**src/rtl/pcie_hip_app_rst_ctrl.sv**
```systemverilog
// Application reset responder for the Stratix IV PCIe hard IP: debounced release on link-up,
// quiesce handshake plus timed hold on link faults. Optional quiesce stage: PCIE_APP_RST_QUIESCE_EN.
module pcie_hip_app_rst_ctrl #(
    parameter int LINKUP_DEBOUNCE = 16,
    parameter int QUIESCE_TIMEOUT = 4096,
    parameter int RST_HOLD        = 64
) (
    input  logic       pld_clk,
    input  logic       srst,
    input  logic       app_rstn,
    input  logic [4:0] ltssm,
    input  logic       dl_up,
    input  logic       quiesce_ack,
    output logic       usr_rst,
    output logic       quiesce_req,
    output logic       link_up,
    output logic [1:0] rst_cause,
    output logic [7:0] rst_count
);

    localparam int MAX_A = (LINKUP_DEBOUNCE > RST_HOLD) ? LINKUP_DEBOUNCE : RST_HOLD;
    localparam int MAX_C = (MAX_A > QUIESCE_TIMEOUT) ? MAX_A : QUIESCE_TIMEOUT;
    localparam int CNT_W = (MAX_C > 1) ? $clog2(MAX_C) : 1;

    localparam logic [CNT_W-1:0] DEB_LAST  = CNT_W'(LINKUP_DEBOUNCE - 1);
    localparam logic [CNT_W-1:0] HOLD_LAST = CNT_W'(RST_HOLD - 1);
    localparam logic [4:0]       LTSSM_L0    = 5'h0F;
    localparam logic [4:0]       LTSSM_FAULT = 5'h10;

    typedef enum logic [2:0] {
        S_RESET,
        S_WAIT_LINK,
        S_DEBOUNCE,
        S_UP,
`ifdef PCIE_APP_RST_QUIESCE_EN
        S_QUIESCE,
`endif
        S_HOLD
    } state_t;

    state_t           state, state_nxt;
    logic [CNT_W-1:0] cnt, cnt_nxt;
    logic             cnt_inc;
    logic [1:0]       cause_nxt;
    logic [7:0]       count_nxt;

    logic             app_rstn_r, dl_up_r;
    logic [4:0]       ltssm_r;
    logic             ok, fault;

    always_ff @(posedge pld_clk) begin
        if (srst) begin
            app_rstn_r <= 1'b0;
            dl_up_r    <= 1'b0;
            ltssm_r    <= 5'h00;
        end else begin
            app_rstn_r <= app_rstn;
            dl_up_r    <= dl_up;
            ltssm_r    <= ltssm;
        end
    end

`ifdef PCIE_APP_RST_QUIESCE_EN
    localparam logic [CNT_W-1:0] QT_LAST = CNT_W'(QUIESCE_TIMEOUT - 1);
    logic quiesce_ack_r;

    always_ff @(posedge pld_clk) begin
        if (srst) quiesce_ack_r <= 1'b0;
        else      quiesce_ack_r <= quiesce_ack;
    end
`else
    logic unused_quiesce_ack;
    assign unused_quiesce_ack = quiesce_ack;
`endif

    assign ok    = dl_up_r && (ltssm_r == LTSSM_L0);
    assign fault = !app_rstn_r || !dl_up_r || (ltssm_r == LTSSM_FAULT);

    always_ff @(posedge pld_clk) begin
        if (srst) begin
            state     <= S_RESET;
            cnt       <= '0;
            rst_cause <= 2'b00;
            rst_count <= 8'h00;
        end else begin
            state     <= state_nxt;
            cnt       <= cnt_nxt;
            rst_cause <= cause_nxt;
            rst_count <= count_nxt;
        end
    end

    always_comb begin
        state_nxt   = state;
        cnt_inc     = 1'b0;
        cause_nxt   = rst_cause;
        count_nxt   = rst_count;
        usr_rst     = 1'b1;
        quiesce_req = 1'b0;
        link_up     = 1'b0;

        case (state)
            S_RESET: begin
                if (app_rstn_r) state_nxt = S_WAIT_LINK;
            end
            S_WAIT_LINK: begin
                if (!app_rstn_r) state_nxt = S_RESET;
                else if (ok)     state_nxt = S_DEBOUNCE;
            end
            S_DEBOUNCE: begin
                // ok dropping on the terminal count still wins over release
                if (!app_rstn_r)          state_nxt = S_RESET;
                else if (!ok)             state_nxt = S_WAIT_LINK;
                else if (cnt == DEB_LAST) state_nxt = S_UP;
                else                      cnt_inc   = 1'b1;
            end
            S_UP: begin
                usr_rst = 1'b0;
                link_up = 1'b1;
                if (fault) begin
`ifdef PCIE_APP_RST_QUIESCE_EN
                    state_nxt = S_QUIESCE;
`else
                    state_nxt = S_HOLD;
`endif
                    cause_nxt = app_rstn_r ? 2'b10 : 2'b01;
                    count_nxt = (rst_count == 8'hFF) ? rst_count : rst_count + 8'd1;
                end
            end
`ifdef PCIE_APP_RST_QUIESCE_EN
            S_QUIESCE: begin
                usr_rst     = 1'b0;
                quiesce_req = 1'b1;
                // ack is checked first so a same-edge timeout keeps the latched cause
                if (!app_rstn_r || quiesce_ack_r) state_nxt = S_HOLD;
                else if (cnt == QT_LAST) begin
                    state_nxt = S_HOLD;
                    cause_nxt = 2'b11;
                end else cnt_inc = 1'b1;
            end
`endif
            S_HOLD: begin
                if (cnt == HOLD_LAST) state_nxt = S_WAIT_LINK;
                else                  cnt_inc   = 1'b1;
            end
            default: state_nxt = S_RESET;
        endcase

        if (state_nxt != state) cnt_nxt = '0;
        else if (cnt_inc)       cnt_nxt = cnt + CNT_W'(1);
        else                    cnt_nxt = cnt;
    end

endmodule

```
**config.mk**
```make
export PLATFORM = sky130hd
export DESIGN_NAME = pcie_hip_app_rst_ctrl
export DESIGN_NICKNAME = d
export VERILOG_FILES = /design/src/rtl/pcie_hip_app_rst_ctrl.sv
export SDC_FILE = /design/constraint.sdc
export NUM_CORES = 1
export LEC_CHECK = 0
export ABC_AREA = 1
export CAP_MARGIN = 10
export CORE_MARGIN = 2
export CORE_UTILIZATION = 54
export CTS_CLUSTER_SIZE = 28
export DETAILED_ROUTE_END_ITERATION = 8
export HOLD_SLACK_MARGIN = 0.08
export PLACE_DENSITY = 0.86
export REMOVE_ABC_BUFFERS = 1
export SYNTH_ARGS = -nofsm -noshare
export SYNTH_HDL_FRONTEND = slang
export SYNTH_SLANG_ARGS = --single-unit
```
**constraint.sdc**
```tcl
create_clock -name pld_clk -period 1.8 [get_ports pld_clk]
set_input_delay 0.27 -clock pld_clk [delete_from_list [all_inputs] [get_ports pld_clk]]
set_output_delay 0.27 -clock pld_clk [all_outputs]
set_load 0.1 [all_outputs]
```
Yosys cells after proc, flatten, opt, wreduce, memory -nomap -nowiden
Cells that the tools add are included.
Operators by class
  muxes and demuxes: 17
  equal/unequal tests: 10
  reductions and logical operators: 9
  $add $sub $neg: 2
  bitwise logic cells: 1
Operator list (count)
  3-bit 2-to-1 mux: 8
  3-bit case mux with 5 select lines: 1
  12-bit by 1-bit adder with 12-bit output (second input constant): 1
  12-bit by 4-bit == test with 1-bit output (second input constant): 1
  12-bit by 6-bit == test with 1-bit output (second input constant): 1
  8-bit by 1-bit adder with 8-bit output (second input constant): 1
  8-bit == test (second input constant): 1
  3-bit by 2-bit == test with 1-bit output (second input constant): 2
  1-bit 2-to-1 mux: 6
  5-bit by 4-bit == test with 1-bit output (second input constant): 1
  5-bit == test (second input constant): 1
  3-bit by 1-bit == test with 1-bit output (second input constant): 1
  3-bit == test (second input constant): 1
  3-bit logical NOT: 1
  3-bit inequality test: 1
  3-bit AND reduction: 1
  1-bit logical NOT: 2
  1-bit logical OR: 2
  2-bit 2-to-1 mux: 1
  1-bit case mux with 2 select lines: 1
  2-bit AND reduction: 1
  2-bit OR reduction: 1
  1-bit logical AND: 1
  1-bit NOT: 1
Word-level totals
  input bits: 10
  logic and storage cells: 46
  output and inout port bits: 13
  register bits after elaboration: 32

Longest topological paths before layout
Gate-level depths: netlist of the first run.
  depth after elaboration: 7
  depth in mapped cells: 14
  gate-level depth less buffers: 13

Worst setup path after synthesis of the first run
Ideal clock, no wire load.
  path kind: flip-flop to flip-flop
  from: register rst_count[0]
  to: register rst_count[5]
  cell stages (with the launch flop): 9
  required time: 1739 ps
  library setup time: 61 ps
  data arrival time: 2221 ps
  path buffers: 0
  period minus slack after synthesis: 2282 ps
  path slack: -482 ps
  path through: dfxtp_1 > ha_1 > nand4_1 > nor2_1 > a21oi_4 > nand2_2 > nor2_4 > a21oi_1 > o21a_1
On the way
  word-level cells in the longest chain between the ends: 3
  elaborated cells between the ends (all ways): 4
  those cells by class: 1 x add/sub; 1 x eq/ne; 1 x bitwise; 1 x reduce/logical
Ends and longest elaborated chain
  start, declared: line 18  | output logic [7:0] rst_count
  start signal, assigned: line 89  | rst_count <= count_nxt;
  parallel branches: the longest is 3 deep, another holds 8-bit by 1-bit adder with 8-bit output
Parallel ways; which one is timed is not known.
A chain may end at the register's enable or synchronous reset.

Worst setup path in the final report of the first run
  from: register state[1]
  to: register cnt[11]
On the way
  word-level cells in the longest chain between the ends: 6
  elaborated cells between the ends (all ways): 17
  those cells by class: 5 x eq/ne; 10 x mux; 2 x reduce/logical
Ends and longest elaborated chain
  start, declared: line 41  | state_t state, state_nxt;
  start signal, assigned: line 86  | state <= state_nxt;
  3-bit 2-to-1 mux: line 114  | else if (cnt == DEB_LAST) state_nxt = S_UP;
  3-bit 2-to-1 mux: line 113  | else if (!ok) state_nxt = S_WAIT_LINK;
  3-bit 2-to-1 mux: line 112  | if (!app_rstn_r) state_nxt = S_RESET;
  3-bit case mux with 5 select lines: line 102  | case (state)
  3-bit inequality test: line 149  | if (state_nxt != state) cnt_nxt = '0;
  2-bit OR reduction (no source line)
  end signal, assigned: line 87  | cnt <= cnt_nxt;
  end, declared: line 42  | logic [CNT_W-1:0] cnt, cnt_nxt;
Parallel ways exist; a longest one is shown, timed or not.

==> impl_metrics.env, run 1 <==
export IMPL_synth_commonest_cells="45 x inv_1, 42 x nand2_1, 32 x dfxtp_1, 32 x nor2_1, 18 x a21oi_1"
export IMPL_p_int_w=0.00113
export IMPL_gr_max_usage_layer="met2"
export IMPL_die_x_um=60.7
export IMPL_syn_area_sq_um=1730
export IMPL_antenna_found_initial=0
export IMPL_dieArea_sq_um=3680
export IMPL_synth_seq_cells=32
export IMPL_drc=0
export IMPL_grt_pass1_vias=1593
export IMPL_finalHoldViolCount=0
export IMPL_cts_tree="yes"
export IMPL_setup_viol=0
export IMPL_seqPwrFrac_pct=49.7
export IMPL_ys_seq_area_share_pct=36.9
export IMPL_rows=20
export IMPL_crit_chain="inv_2 -> nor3_2 -> nand4_1 -> nand2_4 -> buf_4 -> nand2_1 -> o21ai_0 -> inv_1 -> nor2_2"
export IMPL_status="finished clean"
export IMPL_cts_path_max_buffers=2
export IMPL_n_antenna_cell=0
export IMPL_critical_path_max_fanout=9
export IMPL_insertion_delay_ns=0.34
export IMPL_gp_congestion=0.920
export IMPL_clock_skew_ns=0.00877
export IMPL_p_clk_share_pct=42.9
export IMPL_pin_count=23
export IMPL_via_per_inst=5.12
export IMPL_synth_edf_count=0
export IMPL_switching_share_pct=22.4
export IMPL_synth_main_ff_cell="dfxtp_1"
export IMPL_async_flop_share_pct=0
export IMPL_via_count=1720
export IMPL_yosys_warnings=0
export IMPL_setup_ws_ns=0.0561
export IMPL_whs_ns=0.446
export IMPL_drt_total_wl_um=4250
export IMPL_place_ws_ns=0.0217
export IMPL_drt_pass1_iter_count=4
export IMPL_cellLeakagePower_nw=0.978
export IMPL_fin_nets=303
export IMPL_ys_types=32
export IMPL_synth_most_common_cell="inv_1"
export IMPL_power_density_nw_per_um2=616
export IMPL_fmax_mhz=573
export IMPL_dp_hpwl_um=2570
export IMPL_drtIter0Drc=88
export IMPL_syn_avg_cell_area_sq_um=6.91
export IMPL_netSwitchingPower_w=0.000327
export IMPL_overflow=0
export IMPL_combPwrFrac_pct=7.4
export IMPL_critPathSlowestCell="dfxtp_1"
export IMPL_clk_pin_slew_ns=0.11
export IMPL_slowest_delay_ns=0.46
export IMPL_synthTopCellsByArea="dfxtp_1 37%, inv_1 9.7%, nand2_1 9.1%"
export IMPL_initial_core_util_pct=56.8
export IMPL_cts_sinks=32
export IMPL_worst_hold_path_type="in2reg"
export IMPL_grt_pass1_wl_um=6420
export IMPL_synth_area_leader_cell="dfxtp_1"
export IMPL_ant_nets=0
export IMPL_min_period_ns=1.74
export IMPL_post_drt_wl_per_cell_um=12.6
export IMPL_gr_usage_met3_pct=7.46
export IMPL_synth_top_area_share_pct=36.9
export IMPL_worstPathRequired_ns=2.09
export IMPL_h_tree_depth=2
export IMPL_syn_instance_count=251
export IMPL_cp_end_kind="register"
export IMPL_worst_path_buf_inv=3
export IMPL_slew_violations=0
export IMPL_clockRootBuffer="clkbuf_4"
export IMPL_reg2reg_slack_ns=0.06
export IMPL_grt_max_degree=15
export IMPL_cap_violations=0
export IMPL_final_period_utilization_pct=96.9
export IMPL_io_buffers=20
export IMPL_die_h_um=60.7
export IMPL_grt_total_usage_pct=23.3
export IMPL_cp_top_family="simple AND/OR/NAND/NOR gates"
export IMPL_arrival_ns=2.03
export IMPL_postCtsHoldBufs=0
export IMPL_setup_worst_path_start_class="register"
export IMPL_use_met2_pct=39.9
export IMPL_drive_gt1_share_pct=27.1
export IMPL_crit_type="reg2reg"
export IMPL_syn_to_final_growth_pct=36.7
export IMPL_coreArea_sq_um=3050
export IMPL_irDropWorstVdd_mv=0.405
export IMPL_numCtsBuffers=5
export IMPL_use_met1_pct=26.7
cells in the final DEF, fill, tap and decap left out, types with 2 or more instances in the layout:
cell type	synthesis	routed
a21oi_2	0	2
nand2_2	2	2
nor2_4	2	3
dfxtp_1	32	28
nand2_1	42	41
nand2_4	1	2
clkbuf_4	0	5
inv_2	3	5
nand4_1	7	7
o21ai_1	6	7
nor3_2	2	2
a21oi_1	18	16
o21ai_0	3	2
nor3_1	5	4
dfxtp_2	0	3
nor2_1	32	29
xor2_1	6	6
clkbuf_8	0	2
nand3_1	15	13
buf_4	2	18
nor2_2	11	13
inv_1	45	44
buf_12	0	10
nand3_2	2	3
xnor2_1	2	2
clkdlybuf4s50_1	0	8
layout make-up:
class	instances	area [sq um]
Timing Repair Buffer	37	440
Multi-Input combinational cell	165	942
Clock inverter	1	30.0
Clock buffer	7	65.1
Fill cell	213	682
Sequential cell	32	648
Tap cell	44	55.1
Inverter	50	190
metal layers:
| metal | wire [um] | share of wire (%) |
|---|---|---|
| met3 | 254 | 6.0 |
| met5 | 0 | 0 |
| met4 | 109 | 2.6 |
| met2 | 2180 | 51 |
| met1 | 1700 | 40 |
worst paths after layout:
| kind | endpoint | start | cells past startpoint |
|---|---|---|---|
| worst max-delay path | cnt[11] | state[1] | 9 |
| worst min-delay path | app_rstn_r | app_rstn | 3 |
| worst max register to register | cnt[11] | state[1] | 9 |
| worst min register to register | rst_count[4] | rst_count[4] | 2 |
state kept, by name, summed over array words and instances, names as in the netlist:
register    cells
cnt            12
rst_cause       2
rst_count       8
state           3
ltssm_r         5
app_rstn_r      1
dl_up_r         1
power by group through the flow:
stage	clock network [W]	logic (W)	registers, W
6_report	0.000627	0.000108	0.000725
5_1_grt	0.000670	0.000118	0.000727
4_1_cts	0.000635	0.0000896	0.000726
3_5_place_dp	0	0.0000882	0.000742
3_3_place_gp	0	0.0000857	0.000741
2_1_floorplan	0	0.0000476	0.000739
cells by family after synthesis:
group                    Yosys count  synth area share [%]
flip-flops                        32                  36.9
other                              1                 0.216
AND/OR/NAND/NOR                  124                  35.1
AO/OA/AOI/OAI                     30                  9.52
buffers and inverters             54                  12.7
XOR/XNOR                           8                  4.04
adder cells (fa/ha/maj)            2                  1.44
worst min-delay path: stages:
cell and delay, ns:
clkdlybuf4s50_1 0.40, inv_1 0.05, nor2_1 0.03
metrics by stage:
| step | util (%) | instances | power [W] | instance area (sq um) | TNS (ns) |
|---|---|---|---|---|---|
| after global placement | 69.5 | 320 | 0.000826 | 2120 | 0 |
| final | 77.7 | 336 | 0.00146 | 2370 | 0 |
| after detailed placement | 69.5 | 320 | 0.000830 | 2120 | 0 |
| after CTS | 72.7 | 328 | 0.00145 | 2220 | 0 |
| after global routing | 77.7 | 336 | 0.00151 | 2370 | -0.555 |
| after floorplan | - | 247 | 0.000787 | 1700 | -6.05 |
what timing repair did:
item	4_1_cts	5_1_grt
setup buffers	0	7
gates resized for setup	1	22
gates cloned	0	1
setup endpoints to repair	3	15
pin swaps	0	2
No activity file was read; power rests on OpenSTA's default activity.
==> run 2, diff against run 1 <==
--- a/config.mk
+++ b/config.mk
@@ -14,6 +14,7 @@
 export HOLD_SLACK_MARGIN = 0.08
 export PLACE_DENSITY = 0.86
 export REMOVE_ABC_BUFFERS = 1
+export SETUP_SLACK_MARGIN = 0.3
 export SYNTH_ARGS = -nofsm -noshare
 export SYNTH_HDL_FRONTEND = slang
 export SYNTH_SLANG_ARGS = --single-unit
==> run 2 against run 1 <==
  * The run now ends with setup timing left
  * Final area increased by 8.2%
  * Critical path depth is the same
  * Non-clock buffer count increased by 14
  * Sequential power hardly changed
  * Clock power up 4.1%
  * Combinational power is 17% higher
  * Via count increased by 13%
  * Register-to-register slack got worse by 0.11 ns
  * Sequential cell count unchanged
  * Critical endpoint is now cnt[1]
==> impl_metrics.env, run 2 (synthesized netlist as in run 1, its figures left out) <==
export IMPL_status="finished, violations left"
export IMPL_violations="setup timing"
export IMPL_worstPathRequired_ns=2.09
export IMPL_drt_pass1_iter_count=5
export IMPL_worst_hold_path_type="in2reg"
export IMPL_cellLeakagePower_nw=1.06
export IMPL_grt_pass1_vias=1910
export IMPL_rows=20
export IMPL_grt_total_usage_pct=30.6
export IMPL_crit_chain="nand3_2 -> a21oi_1 -> nand2_1 -> nor2_1 -> nand2_1 -> clkinv_1 -> nand3_4 -> buf_12 -> nor2_1"
export IMPL_slowest_delay_ns=0.56
export IMPL_drtIter0Drc=143
export IMPL_setup_viol=9
export IMPL_critical_path_max_fanout=7
export IMPL_top_register="cnt"
export IMPL_grt_pass1_wl_um=8220
export IMPL_final_cell_mix="43 x inv_1, 37 x nand2_1, 29 x nor2_1, 29 x buf_4, 18 x dfxtp_1"
export IMPL_critPathSlowestCell="dfxtp_1"
export IMPL_coreArea_sq_um=3050
export IMPL_layout_cells_most_common="inv_1"
export IMPL_cts_path_max_buffers=2
export IMPL_layout_cells_non_filler=350
export IMPL_h_tree_depth=2
export IMPL_min_delay_start="dl_up"
export IMPL_via_count=1945
export IMPL_clockRootBuffer="clkbuf_4"
export IMPL_initial_core_util_pct=56.8
export IMPL_power_density_nw_per_um2=585
export IMPL_crit_type="reg2reg"
export IMPL_syn_to_final_growth_pct=48.0
export IMPL_via_per_inst=5.56
export IMPL_io_buffers=20
export IMPL_cts_sinks=32
export IMPL_whs_ns=0.433
export IMPL_cts_tree="yes"
export IMPL_die_x_um=60.7
export IMPL_utilization_pct=84.1
export IMPL_setup_worst_path_start_class="register"
export IMPL_p_total_w=0.00150
export IMPL_arrival_ns=2.15
export IMPL_pin_count=23
export IMPL_reg2reg_from="app_rstn_r"
export IMPL_cap_violations=0
export IMPL_place_ws_ns=0.0217
export IMPL_rsz0062_at_grt="true"
export IMPL_final_period_utilization_pct=103
export IMPL_fmax_mhz=539
export IMPL_clock_skew_ns=0.00439
export IMPL_gp_congestion=0.920
export IMPL_insertion_delay_ns=0.36
export IMPL_n_antenna_cell=0
export IMPL_place_inst=320
export IMPL_finalHoldViolCount=0
export IMPL_drt_total_wl_um=5990
export IMPL_dp_hpwl_um=2570
export IMPL_ant_nets=0
export IMPL_numCtsBuffers=5
export IMPL_irDropWorstVdd_mv=0.458
export IMPL_min_period_ns=1.86
export IMPL_drc=0
export IMPL_dieArea_sq_um=3680
export IMPL_post_drt_wl_per_cell_um=17.1
export IMPL_slew_violations=0
export IMPL_fin_nets=317
export IMPL_overflow=0
export IMPL_fillers=166
export IMPL_largest_reg_flops=12
export IMPL_grt_max_degree=15
export IMPL_crit_start="app_rstn_r"
export IMPL_drive_gt1_share_pct=36.6
export IMPL_cp_end_kind="register"
export IMPL_setup_ws_ns=-0.0561
export IMPL_wl_met2_um=2940
export IMPL_wl_met3_um=472
export IMPL_drt_met1_wl_um=2210
export IMPL_reg_top3="cnt x12, rst_count x8, ltssm_r x5"
export IMPL_antenna_found_initial=0
export IMPL_die_h_um=60.7
export IMPL_clk_pin_slew_ns=0.11
export IMPL_highest_layer="met4"
-- run 2: through the flow --
| step | cell area [sq um] | setup TNS [ns] |
|---|---|---|
| 2_1_floorplan | 1700 | -6.05 |
| 3_3_place_gp | 2120 | 0 |
| 3_5_place_dp | 2120 | 0 |
| 4_1_cts | 2440 | 0 |
| 5_1_grt | 2570 | -1.70 |
| 6_report | 2570 | -0.108 |
-- run 2: critical path, delay by kind of cell, from the launching register on --
family / cells / cell delay (ns)
compound gates: 1 / 0.20
simple gates: 6 / 0.77
flops: 1 / 0.56
buf+inv: 2 / 0.24
-- run 2: path summary, 6_finish.rpt --
check | cells past startpoint | endpoint | slack (ns)
worst min register to register | 2 | rst_count[4] | 0.47
worst max-delay path | 9 | cnt[1] | -0.06
worst min-delay path | 3 | dl_up_r | 0.43
worst max register to register | 9 | cnt[1] | -0.06
-- run 2: per-layer routing --
layer | up-vias | track usage (%)
li1 | 886 | -
met1 | 905 | 33.6
met2 | 116 | 50.5
met3 | 38 | 8.96
met4 | 0 | 21.4
met5 | - | 0
-- run 2: what timing repair did --
action | in CTS | in global routing
pin swaps | 8 | 8
resized for setup | 28 | 27
endpoints found under the setup margin | 21 | 24
buffers inserted | 14 | 7
cloned | 1 | 0
hold buffers | 0 | 0
-- run 2: power breakdown --
group | leakage (nW) | switching (W) | internal (W) | total, W
Combinational | 0.737 | 0.0000701 | 0.0000560 | 0.000126
Sequential | 0.268 | 0.0000107 | 0.000711 | 0.000722
Clock | 0.0515 | 0.000285 | 0.000368 | 0.000653
-- run 2: final cells by class --
cell class              instances  area (sq um)  area share, %
multi-input cells             165           993           38.7
inverters                      50           193           7.51
clock buffers                   7          65.1           2.54
flip-flops and latches         32           671           26.1
well taps                      44          55.1           2.15
repair buffers                 51           559           21.8
clock inverters                 1          30.0           1.17
==> run 3, diff against run 2 <==
--- a/config.mk
+++ b/config.mk
@@ -8,13 +8,14 @@
 export ABC_AREA = 1
 export CAP_MARGIN = 10
 export CORE_MARGIN = 2
-export CORE_UTILIZATION = 54
-export CTS_CLUSTER_SIZE = 28
+export CORE_UTILIZATION = 51
+export CTS_CLUSTER_SIZE = 40
 export DETAILED_ROUTE_END_ITERATION = 8
 export HOLD_SLACK_MARGIN = 0.08
-export PLACE_DENSITY = 0.86
+export PLACE_DENSITY = 0.83
 export REMOVE_ABC_BUFFERS = 1
 export SETUP_SLACK_MARGIN = 0.3
+export SLEW_MARGIN = 0
 export SYNTH_ARGS = -nofsm -noshare
 export SYNTH_HDL_FRONTEND = slang
 export SYNTH_SLANG_ARGS = --single-unit
==> run 3 against run 2 <==
  * The flow now finishes without violations
  * Largest power group unchanged
  * Hold slack got worse by 0.018 ns
  * Clock skew increased by 0.0041 ns
  * Via count decreased by 8.9%
  * Global-route usage decreased by 8.6 points
  * First-iteration DRC count decreased by 46%
  * Final area increased by 1.1%
  * Non-clock buffer count unchanged
  * Power decreased by 13%
  * Count of clock-buffer cells in the layout unchanged
==> impl_metrics.env, run 3 (synthesized netlist as in run 1, its figures left out) <==
export IMPL_r2r_end="cnt[2]"
export IMPL_grt_pass1_vias=1685
export IMPL_clockRootBuffer="clkbuf_4"
export IMPL_syn_to_final_growth_pct=49.6
export IMPL_antenna_found_initial=0
export IMPL_clk_pin_slew_ns=0.11
export IMPL_n_antenna_cell=0
export IMPL_drc=0
export IMPL_die_h_um=62.3
export IMPL_via_per_inst=5.03
export IMPL_endpoint="cnt[2]"
export IMPL_slew_violations=0
export IMPL_grt_total_usage_pct=22.0
export IMPL_worstPathRequired_ns=2.10
export IMPL_setup_worst_path_start_class="register"
export IMPL_min_period_ns=1.74
export IMPL_crit_type="reg2reg"
export IMPL_status="finished clean"
export IMPL_die_x_um=62.3
export IMPL_post_drt_wl_per_cell_um=13.3
export IMPL_place_inst=321
export IMPL_via_count=1771
export IMPL_final_cell_mix="43 x inv_1, 36 x nand2_1, 27 x nor2_1, 27 x buf_4, 18 x dfxtp_1"
export IMPL_setup_viol=0
export IMPL_numCtsBuffers=5
export IMPL_min_delay_start="app_rstn"
export IMPL_drt_total_wl_um=4690
export IMPL_pin_count=23
export IMPL_grt_max_degree=15
export IMPL_reg2reg_from="ltssm_r[3]"
export IMPL_cts_path_max_buffers=2
export IMPL_top_register="cnt"
export IMPL_critical_path_max_fanout=6
export IMPL_reg_top3="cnt x12, rst_count x8, ltssm_r x5"
export IMPL_fmax_mhz=574
export IMPL_clock_skew_ns=0.00850
export IMPL_grt_pass1_wl_um=6790
export IMPL_worst_hold_path_type="in2reg"
export IMPL_insertion_delay_ns=0.35
export IMPL_rr_worst_depth=10
export IMPL_drive_gt1_share_pct=38.6
export IMPL_cts_sinks=32
export IMPL_cap_violations=0
export IMPL_gp_congestion=0.892
export IMPL_final_period_utilization_pct=96.8
export IMPL_h_tree_depth=2
export IMPL_fin_nets=317
export IMPL_layout_cells_non_filler=352
export IMPL_rows=21
export IMPL_dieArea_sq_um=3880
export IMPL_whs_ns=0.415
export IMPL_setup_tns_ns=0
export IMPL_coreArea_sq_um=3310
export IMPL_finalHoldViolCount=0
export IMPL_cellLeakagePower_nw=1.04
export IMPL_p_total_w=0.00130
export IMPL_reg2reg_slack_ns=0.06
export IMPL_irDropWorstVdd_mv=0.525
export IMPL_crit_start="ltssm_r[3]"
export IMPL_power_density_nw_per_um2=501
export IMPL_ant_nets=0
export IMPL_arrival_ns=2.04
export IMPL_cts_tree="yes"
export IMPL_initial_core_util_pct=52.4
export IMPL_layout_cells_most_common="inv_1"
export IMPL_rsz0062_at_grt="true"
export IMPL_io_buffers=20
export IMPL_drtIter0Drc=77
export IMPL_overflow=0
export IMPL_drt_pass1_iter_count=4
export IMPL_largest_reg_flops=12
export IMPL_cp_end_kind="register"
export IMPL_dp_hpwl_um=2480
[run 3: cell types whose count changed in the layout (fill, tap and decap cells not counted), moves of 2 or more]
cell / delta
nand3_1: -2
buf_4: -2
nor2_1: -2
nor2_4: +3
dfxtp_2: +2
dfxtp_4: -2
[run 3: layer usage]
metal  share of wire [%]  GRT usage, %  up-vias
met4                 3.1          11.1        0
met1                  40          24.3      805
li1                    -             -      896
met5                   0             0        -
met3                 4.5          5.98       15
met2                  53          38.7       55
[run 3: timing repair]
item                                    4_1_cts  5_1_grt
resized for setup                            24       43
pin swaps                                    13       22
gates cloned                                  1        0
hold buffers                                  0        0
endpoints found under the setup margin       21       22
buffers inserted                             14        8
[run 3: worst min-delay path by stage]
stage	end	cells after the start
3_5_place_dp	rst_count[4]	2
4_1_cts	ltssm_r[1]	3
2_1_floorplan	rst_cause[0]	1
5_1_grt	ltssm_r[4]	3
3_3_place_gp	rst_count[4]	2
6_report	app_rstn_r	3
[run 3: area by class of cell]
class / count / area (sq um)
Multi-Input combinational cell: 165 / 1040
Fill cell: 205 / 717
Sequential cell: 32 / 666
Timing Repair Buffer: 51 / 576
Inverter: 50 / 195
Tap cell: 46 / 57.6
Clock buffer: 7 / 55.1
Clock inverter: 1 / 7.51
[run 3: critical path, cell delays in order (launching register included)]
cell,delay (ns)
dfxtp_2,0.35
nand2_1,0.09
nor3_4,0.22
buf_6,0.14
nand4_1,0.16
nand2_4,0.16
buf_6,0.12
a21oi_1,0.08
nor2_1,0.17
inv_1,0.09
nor2_2,0.11
[run 3: power breakdown]
part | total, W | leakage [nW] | switching (W) | internal, W
clock | 0.000456 | 0.0315 | 0.000265 | 0.000191
sequential | 0.000723 | 0.266 | 0.00000908 | 0.000714
combinational | 0.000120 | 0.743 | 0.0000646 | 0.0000553
total | 0.00130 | 1.04 | 0.000339 | 0.000961
[run 3: through the flow]
step           worst slack (ns)  utilization [%]  cell area [sq um]
3_3_place_gp             0.0745             63.9               2120
4_1_cts                   0.167             72.7               2410
2_1_floorplan            -0.482                -               1700
6_report                 0.0575             78.3               2590
5_1_grt                 -0.0986             78.3               2590
3_5_place_dp           -0.00568             63.9               2120
